--- config.mk ---
export PLATFORM = sky130hd
export DESIGN_NAME = core_pc_ctrl
export DESIGN_NICKNAME = d
export VERILOG_FILES = /design/src/rtl/core_pc_ctrl.sv
export SDC_FILE = /design/constraint.sdc
export NUM_CORES = 1
export LEC_CHECK = 0
export ABC_AREA = 1
export BUFFER_PORTS_ARGS = -buffer_cell sky130_fd_sc_hd__buf_2
export CAP_MARGIN = 10
export CORE_ASPECT_RATIO = 1.1
export CORE_UTILIZATION = 56
export CTS_CLUSTER_SIZE = 20
export DETAILED_ROUTE_END_ITERATION = 7
export PLACE_DENSITY = 0.88
export SYNTH_ARGS = -nofsm -noshare
export SYNTH_HDL_FRONTEND = slang
export SYNTH_SLANG_ARGS = --single-unit
--- constraint.sdc ---
create_clock -name clk -period 1.7 [get_ports clk]
set_input_delay 0 -clock clk [delete_from_list [all_inputs] [get_ports clk]]
set_output_delay 0 -clock clk [all_outputs]
set_load 0.05 [all_outputs]
--- src/rtl/core_pc_ctrl.sv ---
// core_pc_ctrl: fetch PC register and front-end pipeline control.
// Chooses between sequential advance, EX-stage redirects and stalls, and
// external bus holds. Drives the stall/flush controls for IF/ID and ID/EX.
//
// state     | meaning
// ----------|------------------------------------------------------------
// RUN       | normal fetch, pc advances by 4 unless EX holds
// FLUSH     | a redirect happened; IF/ID still holds wrong-path fetches
// BUS_HOLD  | bus stall; front end frozen, EX redirects parked as pending
module core_pc_ctrl #(
  parameter logic [31:0] RESET_ADDR   = 32'h0000_0000,
  parameter int unsigned FLUSH_CYCLES = 2
) (
  input  logic        clk,
  input  logic        rst,
  input  logic        hold_flag_ex_in,
  input  logic        jump_flag_ex_in,
  input  logic [31:0] jump_addr_ex_in,
  input  logic        hold_flag_bus_in,
  output logic [31:0] pc_out,
  output logic        stall_pc_out,
  output logic        stall_if_id_out,
  output logic        stall_id_ex_out,
  output logic        flush_if_id_out,
  output logic        flush_id_ex_out,
  output logic [1:0]  state_out
);

  typedef enum logic [1:0] {
    ST_RUN      = 2'd0,
    ST_FLUSH    = 2'd1,
    ST_BUS_HOLD = 2'd2
  } state_t;

  // Counter value loaded on a redirect; the redirect cycle itself is the
  // first flush cycle, so FLUSH_CYCLES-1 further cycles remain.
  localparam logic [2:0] CNT_RELOAD = 3'(FLUSH_CYCLES - 1);
  localparam state_t     JUMP_STATE = (FLUSH_CYCLES > 1) ? ST_FLUSH : ST_RUN;

  logic [31:0] pc;
  state_t      state;
  logic [2:0]  cnt;
  logic        pending_valid;
  logic [31:0] pending_addr;

  logic [31:0] target;
  logic        bus_hold;
  logic        take_pending;
  logic        in_flush;
  logic        do_jump;
  logic        do_ex_hold;
  logic        do_flush_step;

  assign target = {jump_addr_ex_in[31:2], 2'b00};

  // Per-cycle action decode in priority order: bus hold, parked redirect,
  // jump, EX hold, sequential advance.
  always_comb begin
    bus_hold      = hold_flag_bus_in;
    take_pending  = !bus_hold && (state == ST_BUS_HOLD) && pending_valid;
    // Leaving a bus hold without a parked redirect resumes whatever flush
    // was in progress when the hold began (cnt was frozen).
    in_flush      = (state == ST_FLUSH) || ((state == ST_BUS_HOLD) && (cnt != 3'd0));
    do_jump       = !bus_hold && !take_pending && jump_flag_ex_in;
    do_ex_hold    = !bus_hold && !take_pending && !jump_flag_ex_in && hold_flag_ex_in;
    do_flush_step = !bus_hold && !take_pending && !jump_flag_ex_in && in_flush;
  end

  // Pipeline control outputs; all forced low while reset is asserted.
  // During a flush with an EX hold, IF/ID keeps flushing (its content is
  // wrong-path) instead of stalling, so stall and flush never collide.
  always_comb begin
    stall_pc_out    = 1'b0;
    stall_if_id_out = 1'b0;
    stall_id_ex_out = 1'b0;
    flush_if_id_out = 1'b0;
    flush_id_ex_out = 1'b0;
    if (rst) begin
      stall_pc_out    = bus_hold || do_ex_hold;
      stall_if_id_out = bus_hold || (do_ex_hold && !in_flush);
      stall_id_ex_out = bus_hold;
      flush_if_id_out = take_pending || do_jump || do_flush_step;
      flush_id_ex_out = take_pending || do_jump || do_ex_hold;
    end
  end

  assign pc_out    = pc;
  assign state_out = state;

  // PC, FSM state, flush counter and parked-redirect registers.
  always_ff @(posedge clk or negedge rst) begin
    if (!rst) begin
      pc            <= RESET_ADDR;
      state         <= ST_RUN;
      cnt           <= 3'd0;
      pending_valid <= 1'b0;
      pending_addr  <= 32'h0000_0000;
    end else if (bus_hold) begin
      state <= ST_BUS_HOLD;
      if (jump_flag_ex_in) begin
        pending_valid <= 1'b1;
        pending_addr  <= target;
      end
    end else if (take_pending) begin
      pc            <= pending_addr;
      pending_valid <= 1'b0;
      cnt           <= CNT_RELOAD;
      state         <= JUMP_STATE;
    end else if (do_jump) begin
      pc    <= target;
      cnt   <= CNT_RELOAD;
      state <= JUMP_STATE;
    end else begin
      if (!do_ex_hold) begin
        pc <= pc + 32'd4;
      end
      if (in_flush) begin
        if (cnt != 3'd0) begin
          cnt <= cnt - 3'd1;
        end
        state <= (cnt <= 3'd1) ? ST_RUN : ST_FLUSH;
      end else begin
        state <= ST_RUN;
      end
    end
  end

endmodule

---- After elaboration in Yosys (flattened, before gate mapping) ----
Index checks and enable logic that the tools add are counted.
cells by class
  order comparisons ....................... 1
  bitwise gates (word level) .............. 1
  muxes and demuxes ....................... 20
  reduce and logical (&&, ||, !) cells .... 27
  equal/unequal tests ..................... 4
  add/subtract/negate cells ............... 2
operators with widths
  kind                                                                   count
  32-bit 2-to-1 mux                                                      3
  32-bit by 3-bit adder with 32-bit output, second input constant        1
  1-bit 2-to-1 mux                                                       12
  3-bit 2-to-1 mux                                                       4
  1-bit logical AND                                                      9
  3-bit nonzero test                                                     3
  1-bit logical OR                                                       6
  2-bit AND reduction                                                    3
  1-bit zero test                                                        4
  3-bit by 1-bit <= comparator with 1-bit output, second input constant  1
  3-bit != test, second input constant                                   1
  3-bit AND reduction                                                    1
  3-bit by 1-bit subtractor with 3-bit output, second input constant     1
  2-bit by 1-bit == test with 1-bit output, second input constant        1
  2-bit == test, second input constant                                   1
  2-bit 2-to-1 mux                                                       1
  2-bit != test, second input constant                                   1
  2-bit nonzero test                                                     1
  1-bit inverter                                                         1
word-level totals
  input port bits ......................... 37
  flip-flop bits (word level) ............. 68
  output and inout bits ................... 39
  logic and storage cells ................. 60

---- Longest topological paths before layout ----
Gate-level depths: netlist of the first run.
  depth after elaboration ................. 10
  gate-level depth with buffers ........... 12
  mapped depth without buffers ............ 12

---- Least setup slack after synthesis of the first run ----
OpenSTA, ideal clock, no wires.
  path kind ............................... register to output
  start point ............................. reg state[0], in the netlist state_out[0]
  end point ............................... out stall_pc_out
  setup slack ............................. -0.402 ns
  arrival ................................. 2.102 ns
  stages on the path, launching flop included .. 10
  data required time ...................... 1.700 ns
  path buffers ............................ 1
  cell sequence ........................... dfrtp_1 -> inv_1 -> nand3_2 -> nor2_2 -> nor3_2 -> nand2_1 -> nand2_2 -> inv_2 -> buf_2 -> nor2_1
between the ends
  longest elaborated chain between the ends .. 9
ends and longest elaborated chain
  element                          RTL line  source
  from (decl)                      41        state_t state;
  from (signal assigned)           121       state <= (cnt <= 3'd1) ? ST_RUN : ST_FLUSH;
  2-bit == test                    60        take_pending = !bus_hold && (state == ST_BUS_HOLD) && pending_valid;
  1-bit logical AND (2 in series)  60
  1-bit zero test                  65        do_ex_hold = !bus_hold && !take_pending && !jump_flag_ex_in && hold_flag_ex_in;
  1-bit logical AND (3 in series)  65
  1-bit logical OR                 79        stall_pc_out = bus_hold || do_ex_hold;
  1-bit 2-to-1 mux                 78        if (rst) begin
  to (decl)                        21        output logic stall_pc_out,
No other way between the ends.

---- Worst setup path after layout of the first run ----
  start point ............................. reg cnt[0]
  end point ............................... out stall_if_id_out
between the ends
  longest elaborated chain between the ends .. 7
ends and longest elaborated chain
  element                 RTL line  source
  from (decl)             42        logic [2:0] cnt;
  from (signal assigned)  119       cnt <= cnt - 3'd1;
  3-bit nonzero test      63        in_flush = (state == ST_FLUSH) || ((state == ST_BUS_HOLD) && (cnt != 3'd0));
  1-bit logical AND       63
  1-bit logical OR        63
  1-bit zero test         80        stall_if_id_out = bus_hold || (do_ex_hold && !in_flush);
  1-bit logical AND       80
  1-bit logical OR        80
  1-bit 2-to-1 mux        78
  to (decl)               22        output logic stall_if_id_out,
No other way between the ends.

==> results of run 1 <==
area by class of cell:
cell class	count	share of cell area
multi-input combinational	470	0.413
tap	85	0.0193
inverter	74	0.0518
sequential	66	0.303
clock inverter	5	0.00954
clock buffer	11	0.0275
timing repair buffer	126	0.176
power by group through the flow:
stage          sequential, mW  clock, mW  combinational (mW)
6_report                 2.35       1.38                2.87
3_5_place_dp             2.34          0                2.52
5_1_grt                  2.39       1.46                3.11
2_1_floorplan            2.99          0                1.17
3_3_place_gp             2.31          0                2.45
4_1_cts                  2.32       1.38                2.63
synthesized netlist by cell type:
library cell / instances / area share
nand2_1: 200 / 0.18
nor2_1: 118 / 0.11
inv_1: 72 / 0.065
dfrtp_1: 66 / 0.40
o21ai_0: 61 / 0.073
nand3_1: 29 / 0.035
a21oi_1: 16 / 0.019
clkbuf_1: 12 / 0.011
mux2_2: 7 / 0.019
xnor2_1: 7 / 0.015
buf_2: 6 / 0.0072
nand3b_1: 5 / 0.0090
buf_4: 4 / 0.0072
ha_1: 4 / 0.012
xor2_1: 4 / 0.0084
nand3_2: 3 / 0.0072
o211ai_1: 3 / 0.0054
buf_6: 2 / 0.0054
inv_2: 2 / 0.0018
nor2_2: 2 / 0.0030
nor3_2: 2 / 0.0048
o21ai_1: 2 / 0.0024
conb_1: 1 / 0.00090
nand2_2: 1 / 0.0015
nand4_1: 1 / 0.0015
nor3_1: 1 / 0.0012
o22ai_1: 1 / 0.0015
or2_2: 1 / 0.0015
cells by family (layout without fill, tap and decap cells):
logic type	count (synthesis)	count (layout)	synth area share
other	1	2	0.000899
AND/OR/NAND/NOR	363	363	0.351
buffers and inverters	98	216	0.0972
multiplexers	7	7	0.0189
XOR/XNOR	11	11	0.0231
adder cells (fa/ha/maj)	4	4	0.0120
AO/OA/AOI/OAI	83	83	0.102
flip-flops	66	66	0.396
repair_timing:
action,4_1_cts,5_1_grt
gates resized for setup,13,47
gates cloned,0,2
setup buffers,4,2
setup endpoints to repair,7,35
endpoints found under the hold margin,102,0
hold buffers,32,0
pin swaps,3,8
worst max-delay path: cells and delay by family, from the launching register on:
family,cells,cell delay (ns)
buf+inv,2,0.29
compound gates,1,0.18
simple gates,3,0.31
fa+ha+maj,1,0.15
flops,1,0.41
per-layer routing:
metal  share of wire  wire length (um)  up-vias
met3           0.065               799       33
met4           0.025               304        0
met5               0                 0        -
li1                -                 -     2185
met1            0.40              4930     2129
met2            0.51              6340      220
stage by stage:
| stage | utilization | total power [mW] | std cells | hold slack [ns] | setup TNS, ns |
|---|---|---|---|---|---|
| after floorplan | - | 4.16 | 634 | -0.296 | -0.0369 |
| after global placement | 0.660 | 4.77 | 781 | 0.195 | 0 |
| after detailed placement | 0.660 | 4.86 | 781 | 0.204 | -0.00296 |
| after CTS | 0.742 | 6.33 | 833 | 0.0565 | -0.0113 |
| after global routing | 0.773 | 6.96 | 837 | 0.157 | -0.735 |
| final | 0.773 | 6.61 | 837 | 0.111 | 0 |
cell usage in the layout, fill, tap and decap left out, types with 3 or more instances in the layout:
master,synthesis,routed
buf_2,6,67
nand3b_1,5,5
o21ai_1,2,5
mux2_2,7,7
xnor2_1,7,7
o211ai_1,3,3
buf_6,2,6
clkbuf_8,0,11
nand3_1,29,28
dfrtp_2,0,13
dlygate4sd3_1,0,32
nor2_2,2,5
nand2_1,200,194
xor2_1,4,4
nand2_2,1,6
dfrtp_1,66,53
clkinv_2,0,3
inv_1,72,67
nor2_4,0,8
o21ai_0,61,58
inv_2,2,5
buf_4,4,15
a21oi_1,16,13
nor2_1,118,107
worst paths after layout:
| kind | from | endpoint | slack [ns] | cells after the start |
|---|---|---|---|---|
| min | hold_flag_bus_in | state_out[0]$_DFF_PN0_ | 0.11 | 4 |
| max | cnt[0]$_DFFE_PN0P_ | stall_if_id_out | 0.002 | 7 |
| max reg2reg | state_out[1]$_DFF_PN0_ | cnt[0]$_DFFE_PN0P_ | 0.03 | 10 |
| min in group asynchronous | rst | cnt[1]$_DFFE_PN0P_ | 0.39 | 3 |
| min reg2reg | pending_addr[31]$_DFFE_PN0P_ | pending_addr[31]$_DFFE_PN0P_ | 0.49 | 2 |
| max in group asynchronous | rst | pc_out[5]$_DFFE_PN0P_ | 0.69 | 3 |
state kept, by name (all words and copies together), names as in the netlist:
signal / cells
pending_addr: 30
state_out: 2
cnt: 3
pc_out: 30
pending_valid: 1
==> run summary, run 1 <==
### STA
- 0 — hold violation count in the final report
- 0 — final-report setup violation count
- 0.589 GHz — maximum operating frequency
- true — unrepaired setup endpoints after global routing
- 0.851 ns — actual slew at the worst max-slew pin
- 0.00464 ns — worst clock skew on the final layout
- 0 — Final Max Tran Viols
- 0.00231 ns — worst path setup slack after routing
- 0.433 — worst slew margin relative to its limit
- 1.70 ns — final worst path period need
- 0.999 — final worst-path cycle share

### Routing
- 7 — first-pass detailed-route iteration total
- 0 — antenna violation net count after detailed routing
- 11 — number of remaining DRC errors
- 12400 um — total wire length
- 14.8 um — routed wire length per instance
- 4567 — total vias in the final route
- 5.46 — vias per inst
- 341 — initial drt markers

### Worst setup path
- inv_2, ha_4, nand2_2, a21oi_4, nor2_2, nor3_4, buf_6 — cell chain of the critical path
- register — Setup crit start kind
- output port — element type at the critical path end
- dfrtp_1 — slowest library cell on the worst path
- 0.41 ns — largest incremental delay on the critical path
- 1.70 ns — required time reported for the critical path endpoint
- reg2out — type of the worst setup path
- 4 — CP Max Fanout
- 1.70 ns — Critical Path AT

### Floorplanning
- 76 — number of ports placed on the die boundary
- 0.00780 mm2 — Die ar.
- 84.3 um — Chip Width
- 32 — Placement Rows
- 92.5 um — Die Ht
- 0.00713 mm2 — area of the core
- 0.585 — initial cell density of the core

### Finish
- 0.00228 mm2 — area used by multi-input combinational logic
- 0 — number of diodes
- 0.00551 mm2 — Design Area, Final
- 788 — Net count, final
- 498 — fill cell total of the finished layout
- 0.00167 mm2 — register cell area after layout
- 0.225 — share of cells above drive strength 1
- 32.0% — Layout area overhead

### Place
- 0.916 — final weighted congestion in routability-driven placement
- 7480 um — sum of net half-perimeters after detailed placement
- -0.00296 ns — pre-CTS setup slack
- 0.00471 mm2 — Cell Area, Placed
- 71 — number of port buffers

### Clock tree
- clkbuf_8 — Clock Tree Root
- 0.07 ns — clock edge transition at the registers on the reported setup and hold paths
- 9 — Inserted Clock Buffers
- built — TritonCTS clock tree
- 3 — level count of the clock H-tree
- 2 — Max clock buf depth
- 66 — TritonCTS Sinks
- 0.36 ns — clock latency of the later-clocked register in the worst-skew pair

### Hold path
- in2reg — HP Class

### Pwr
- 0.356 — sequential share of power
- 0.882 mV — IR Drop Worst-Case VDD
- 0.209 — clock network fraction of design power
- 0.456 — switching part of the total power
- 1200 mW/mm2 — Pwr per Cell Area
- 3.01 mW — Psw
- 2.84 nW — Leakage
- 0.435 — combinational cell fraction of total power
- 3.60 mW — Internal Pwr Total

### Synth
- 633 — number of standard cells after synthesis
- 66 — number of flip-flops and latches in the synthesized netlist
- 28 — number of distinct library cell variants in the gate-level netlist after synthesis
- 0.396 — sequential share of the synthesized area
- 0 — yosys synthesis warning count
- 6.59 um2 — Avg Cell Area, Syn
- 0.00417 mm2 — Cell Area, Synth

### Outcome
- finished with violations — run status
- DRC — failing checks

### Run
- 0 — number of maximum-capacitance constraint violations

### GRT
- 0.0668 — met3 GRT Util
- 0.526 — met2 Use GR
- 0.380 — met1 capacity usage during global routing
- 19200 um — first-pass GRT wire length
- 0.312 — global-route usage over all layers
- met2 — global-route layer with the greatest usage
- 4347 — number of global-route vias before repair
- 0 — Remaining Overflow, GRT
- 0 — number of antenna violations at the first check in global routing
- 67 — pin count of the biggest net entering global routing

Note: power is estimated with default switching activity, not from simulation.
==> run 2, diff against run 1 <==
--- a/config.mk
+++ b/config.mk
@@ -5,11 +5,11 @@
 export SDC_FILE = /design/constraint.sdc
 export NUM_CORES = 1
 export LEC_CHECK = 0
-export ABC_AREA = 1
+export ABC_AREA = 0
 export BUFFER_PORTS_ARGS = -buffer_cell sky130_fd_sc_hd__buf_2
 export CAP_MARGIN = 10
 export CORE_ASPECT_RATIO = 1.1
-export CORE_UTILIZATION = 56
+export CORE_UTILIZATION = 55
 export CTS_CLUSTER_SIZE = 20
 export DETAILED_ROUTE_END_ITERATION = 7
 export PLACE_DENSITY = 0.88
==> run summary, run 2 <==
### Routing
- met4 — top metal layer carrying routed signals
- 4203 — total vias in the final route
- 0 — number of remaining DRC errors
- 5140 um — wire length on met1
- 6.87 — vias per inst
- 0 — antenna violation net count after detailed routing
- 1390 um — met3 wirelength from detailed routing
- 7 — first-pass detailed-route iteration total
- 584 — initial drt markers
- 6950 um — routed wire length on met2
- 14400 um — total wire length
- 23.6 um — routed wire length per instance

### Pwr
- 0.215 — clock network fraction of design power
- 2.45 nW — Leakage
- 1330 mW/mm2 — Pwr per Cell Area
- 4.09 mW — Internal Pwr Total
- 0.436 — switching part of the total power
- 0.321 — sequential share of power
- 0.935 mV — IR Drop Worst-Case VDD
- 0.464 — combinational cell fraction of total power
- 3.16 mW — Psw
- 7.24 mW — total power

### Outcome
- setup timing — failing checks
- finished with violations — run status

### Run
- 0 — number of maximum-capacitance constraint violations

### Finish
- 0.00204 mm2 — area used by multi-input combinational logic
- 0.481 — share of cells above drive strength 1
- 0.00168 mm2 — register cell area after layout
- 0 — number of diodes
- buf_2 — most common cell after layout, fill and taps aside
- buf_2 (68), buf_4 (62), dfrtp_1 (46) — leading cell types in the layout, fill and taps excluded
- 49.7% — Layout area overhead
- 568 — Net count, final
- 0.00544 mm2 — Design Area, Final
- 612 — final non-filler cell total
- 260 — fill cell total of the finished layout

### Clock tree
- clkbuf_8 — Clock Tree Root
- 3 — level count of the clock H-tree
- 9 — Inserted Clock Buffers
- 66 — TritonCTS Sinks
- 0.09 ns — clock edge transition at the registers on the reported setup and hold paths
- 2 — Max clock buf depth
- 0.36 ns — clock latency of the later-clocked register in the worst-skew pair
- built — TritonCTS clock tree

### Floorplanning
- 0.579 — initial cell density of the core
- 87.2 um — Die Ht
- 30 — Placement Rows
- 79.5 um — Chip Width
- 76 — number of ports placed on the die boundary
- 0.00693 mm2 — Die ar.
- 0.00627 mm2 — area of the core

### Synth
- dfrtp_1 — predominant post-synthesis flop cell
- dfrtp_1 (45%), mux2_2 (9.3%), o21ai_0 (4.4%) — Synth area leaders
- 1.00 — share of flip-flops with an asynchronous set or reset
- 0.455 — fraction of synthesized cell area taken by the top area cell type
- dfrtp_1 — Synth area leader
- 0 — number of enable-type register cells in the synthesized netlist
- dfrtp_1 (66), o21ai_0 (32), mux2_2 (30), a21oi_1 (25), nand2_1 (22) — most frequent cells after synthesis
- 0.455 — sequential share of the synthesized area
- dfrtp_1 — most frequently used cell type in the post-synthesis netlist
- 0 — yosys synthesis warning count
- 52 — number of distinct library cell variants in the gate-level netlist after synthesis
- 366 — number of standard cells after synthesis
- 66 — number of flip-flops and latches in the synthesized netlist
- 0.00363 mm2 — Cell Area, Synth
- 9.92 um2 — Avg Cell Area, Syn

### Worst setup path
- register — Setup crit start kind
- 2.15 ns — Critical Path AT
- register — element type at the critical path end
- 8 — CP Max Fanout
- 1.95 ns — required time reported for the critical path endpoint
- reg2reg — type of the worst setup path

### GRT
- 62 — pin count of the biggest net entering global routing
- 0 — Remaining Overflow, GRT
- 17800 um — first-pass GRT wire length
- 0 — number of antenna violations at the first check in global routing
- 0.337 — global-route usage over all layers
- 3665 — number of global-route vias before repair

### STA
- 22 — final-report setup violation count
- 0 — hold violation count in the final report
- 1.12 — final worst-path cycle share
- -0.202 ns — worst path setup slack after routing
- 0.526 GHz — maximum operating frequency
- 0.0188 ns — worst clock skew on the final layout
- 1.90 ns — final worst path period need
- true — unrepaired setup endpoints after global routing
- 0.0613 ns — minimum hold slack
- 0 — Final Max Tran Viols

### Place
- 7100 um — sum of net half-perimeters after detailed placement
- 542 — total placed cells including tap cells
- 0.00449 mm2 — Cell Area, Placed
- 0.919 — final weighted congestion in routability-driven placement
- 71 — number of port buffers

### Hold path
- in2reg — HP Class

==> run 2: changes by cell type after synthesis, sizes merged, moves of 6 or more <==
cell	previous run	this run
mux2	7	30
nand2	201	22
a22oi	0	9
nand4	1	8
nand3	32	12
and3	0	9
and4	0	8
o21ai	63	32
a21oi	16	25
a222oi	0	6
nor2	120	17
inv	74	7
==> run 2: routing by layer <==
layer | up-vias | GRT usage
met5 | - | 0
met4 | 0 | 0.106
met3 | 115 | 0.0691
met2 | 388 | 0.602
met1 | 2003 | 0.404
li1 | 1697 | -
==> run 2: area by class of cell <==
cell class	count	area share
multi-input combinational	265	0.375
clock buffer	12	0.0285
clock inverter	4	0.0136
tap	80	0.0184
inverter	7	0.00483
sequential	66	0.308
timing repair buffer	178	0.251
==> run 2: path summary, 6_finish.rpt <==
check	start	endpoint	slack [ns]	cells after the start
worst max register to register	state_out[1]$_DFF_PN0_	pc_out[8]$_DFFE_PN0P_	-0.20	7
worst max-delay path	state_out[1]$_DFF_PN0_	pc_out[8]$_DFFE_PN0P_	-0.20	7
max in group asynchronous	rst	state_out[0]$_DFF_PN0_	0.97	3
min in group asynchronous	rst	cnt[2]$_DFFE_PN0P_	0.08	2
worst min-delay path	hold_flag_bus_in	state_out[1]$_DFF_PN0_	0.06	2
worst min register to register	pending_addr[18]$_DFFE_PN0P_	pending_addr[18]$_DFFE_PN0P_	0.52	1
==> run 2: kinds of logic after synthesis <==
kind of cell / Yosys count / synth area share
multiplexers: 33 / 0.101
AO/OA/AOI/OAI: 107 / 0.194
other: 1 / 0.00103
buffers and inverters: 36 / 0.0424
AND/OR/NAND/NOR: 103 / 0.154
XOR/XNOR: 16 / 0.0386
adder cells (fa/ha/maj): 4 / 0.0138
flip-flops: 66 / 0.455
==> run 2: what timing repair did <==
action	CTS	global route
setup buffers	4	17
hold endpoints to repair	111	0
hold buffers	31	0
gates resized for setup	21	50
pin swaps	6	17
cloned	0	2
setup endpoints to repair	19	29
==> run 2: metrics by stage <==
step / util / setup slack, ns / TNS (ns)
6_report: 0.867 / -0.202 / -1.60
5_1_grt: 0.867 / -0.218 / -3.11
4_1_cts: 0.816 / -0.0438 / -0.152
3_5_place_dp: 0.716 / -0.137 / -0.496
3_3_place_gp: 0.716 / -0.0207 / -0.0360
2_1_floorplan: - / -0.292 / -2.13
==> run 2: worst max-delay path, cell delays in order (launching register included) <==
cell and delay, ns:
dfrtp_2 0.44, nor4bb_4 0.20, buf_4 0.17, nor3_2 0.31, buf_6 0.20, buf_4 0.13, o21ai_0 0.08, o21ai_0 0.27
==> run 2: power groups by stage <==
stage | clock (mW) | combinational, mW | sequential, mW
2_1_floorplan | 0 | 0.974 | 3.17
3_3_place_gp | 0 | 2.78 | 2.24
3_5_place_dp | 0 | 2.83 | 2.28
4_1_cts | 1.53 | 2.97 | 2.26
5_1_grt | 1.63 | 3.49 | 2.35
6_report | 1.55 | 3.36 | 2.33
==> run 3, diff against run 2 <==
--- a/config.mk
+++ b/config.mk
@@ -9,10 +9,10 @@
 export BUFFER_PORTS_ARGS = -buffer_cell sky130_fd_sc_hd__buf_2
 export CAP_MARGIN = 10
 export CORE_ASPECT_RATIO = 1.1
-export CORE_UTILIZATION = 55
+export CORE_UTILIZATION = 41
 export CTS_CLUSTER_SIZE = 20
 export DETAILED_ROUTE_END_ITERATION = 7
-export PLACE_DENSITY = 0.88
+export PLACE_DENSITY = 0.71
 export SYNTH_ARGS = -nofsm -noshare
 export SYNTH_HDL_FRONTEND = slang
 export SYNTH_SLANG_ARGS = --single-unit
==> run summary, run 3 (synthesized netlist as in run 2, its figures left out) <==
### Pwr
- 0.176 — clock network fraction of design power
- 3.70 mW — Internal Pwr Total
- 2.92 mW — Psw
- 0.836 mV — IR Drop Worst-Case VDD
- 0.442 — switching part of the total power
- 0.341 — sequential share of power
- 6.62 mW — total power
- 0.483 — combinational cell fraction of total power
- 2.38 nW — Leakage
- 1230 mW/mm2 — Pwr per Cell Area

### Finish
- buf_2 — most common cell after layout, fill and taps aside
- 0.00538 mm2 — Design Area, Final
- 0.633 — utilization after layout
- 0.470 — share of cells above drive strength 1
- 48.1% — Layout area overhead
- 564 — Net count, final
- 0 — number of diodes
- buf_2 (67), buf_4 (60), dfrtp_1 (46) — leading cell types in the layout, fill and taps excluded

### Hold path
- pc_out[22]$_DFFE_PN0P_ — endpoint of the worst hold-timing path
- 3 — depth of the worst hold-timing path
- in2reg — HP Class
- hold_flag_ex_in — startpoint of the most critical hold path

### Outcome
- setup timing — failing checks
- finished with violations — run status

### Floorplanning
- 0.00850 mm2 — area of the core
- 91.7 um — Chip Width
- 76 — number of ports placed on the die boundary
- 35 — Placement Rows
- 101 um — Die Ht
- 0.00924 mm2 — Die ar.
- 0.428 — initial cell density of the core

### STA
- 0.455 — worst slew margin relative to its limit
- 1.79 ns — final worst path period need
- 0.559 GHz — maximum operating frequency
- 0 — Final Max Tran Viols
- true — unrepaired setup endpoints after global routing
- 0.817 ns — actual slew at the worst max-slew pin
- 13 — final-report setup violation count
- 0.0585 ns — minimum hold slack
- 0.0141 ns — worst clock skew on the final layout
- 1.05 — final worst-path cycle share
- -0.0893 ns — worst path setup slack after routing
- 0 — hold violation count in the final report

### Clock tree
- 3 — level count of the clock H-tree
- built — TritonCTS clock tree
- 66 — TritonCTS Sinks
- clkbuf_8 — Clock Tree Root
- 9 — Inserted Clock Buffers
- 0.08 ns — clock edge transition at the registers on the reported setup and hold paths
- 0.36 ns — clock latency of the later-clocked register in the worst-skew pair
- 2 — Max clock buf depth

### Routing
- 18.1 um — routed wire length per instance
- 434 — initial drt markers
- 5 — first-pass detailed-route iteration total
- 5.92 — vias per inst
- 0 — number of remaining DRC errors
- 0 — antenna violation net count after detailed routing
- 3785 — total vias in the final route
- 11600 um — total wire length

### Worst setup path
- pending_valid$_DFFE_PN0P_ — Reg-to-Reg Start
- 7 — CP Max Fanout
- 1.70 ns — required time reported for the critical path endpoint
- buf_6 — cell with the most instances on the worst path
- 1.79 ns — Critical Path AT
- reg2out — type of the worst setup path
- 3 — count of buffering cells on the critical path with inverters included
- output port — element type at the critical path end
- pc_out[28]$_DFFE_PN0P_ — Reg-to-Reg End
- dfrtp_1 — slowest library cell on the worst path
- 0.41 ns — largest incremental delay on the critical path
- -0.08 ns — setup slack of the worst register-to-register path
- buf_4, nand4bb_4, o21a_4, buf_6, and2_2, nor2b_4, buf_6 — cell chain of the critical path
- register — Setup crit start kind
- 8 — Worst Reg2Reg Path Length in Cells
- pending_valid$_DFFE_PN0P_ — worst setup path startpoint
- simple AND/OR/NAND/NOR gates — cell family with most CP delay

### Place
- -0.113 ns — pre-CTS setup slack
- 7570 um — sum of net half-perimeters after detailed placement
- 71 — number of port buffers
- 0.00457 mm2 — Cell Area, Placed
- 0.834 — final weighted congestion in routability-driven placement

### GRT
- 64 — pin count of the biggest net entering global routing
- 18300 um — first-pass GRT wire length
- 0.255 — global-route usage over all layers
- 3731 — number of global-route vias before repair
- 0 — Remaining Overflow, GRT
- 0 — number of antenna violations at the first check in global routing

### Run
- 0 — number of maximum-capacitance constraint violations

[run 3: worst max path at each step]
stage,cells after the start,end
final,7,stall_if_id_out
after global routing,7,pc_out[12]$_DFFE_PN0P_
after CTS,4,pc_out[20]$_DFFE_PN0P_
after detailed placement,4,pc_out[20]$_DFFE_PN0P_
after global placement,4,pc_out[20]$_DFFE_PN0P_
after floorplan,6,pc_out[20]$_DFFE_PN0P_
[run 3: power by group through the flow]
stage	clock network, mW	logic [mW]	registers, mW
after floorplan	0	0.974	3.17
after global placement	0	2.84	2.24
after detailed placement	0	2.88	2.27
after CTS	1.17	3.05	2.24
after global routing	1.23	3.41	2.29
final	1.16	3.20	2.26
[run 3: per-stage QoR]
step | setup TNS (ns) | std cells
2_1_floorplan | -2.13 | 367
3_3_place_gp | -0.200 | 579
3_5_place_dp | -0.644 | 579
4_1_cts | -0.173 | 636
5_1_grt | -2.02 | 639
6_report | -0.572 | 639
[run 3: timing repair]
action / in CTS / in global routing
pin swaps: 4 / 7
gates resized for setup: 26 / 47
setup endpoints to repair: 21 / 31
setup buffers: 8 / 3
cloned: 1 / 0
endpoints found under the hold margin: 51 / 0
hold buffers: 32 / 0
[run 3: layer usage]
layer | track usage | part of all wire | vias to the layer above | wire [um]
met3 | 0.0520 | 0.072 | 36 | 831
met5 | 0 | 0 | - | 0
met2 | 0.445 | 0.50 | 189 | 5820
met4 | 0.113 | 0.024 | 0 | 273
met1 | 0.306 | 0.40 | 1869 | 4640
li1 | - | - | 1691 | -
[run 3: worst reg2reg max path: cells and delay by family (launching register included)]
family                 cells  cell delay (ns)
buffers and inverters      3             0.50
flip-flops                 1             0.41
AO/OA/AOI/OAI              2             0.37
AND/OR/NAND/NOR            2             0.31
multiplexers               1             0.11
[run 3: cell type report]
| type | count | area [um2] |
|---|---|---|
| fill | 695 | 3120 |
| tap | 111 | 139 |
| multi-input combinational | 265 | 2060 |
| timing repair buffer | 174 | 1310 |
| clock buffer | 11 | 131 |
| inverter | 7 | 26.3 |
| clock inverter | 5 | 31.3 |
| sequential | 66 | 1680 |
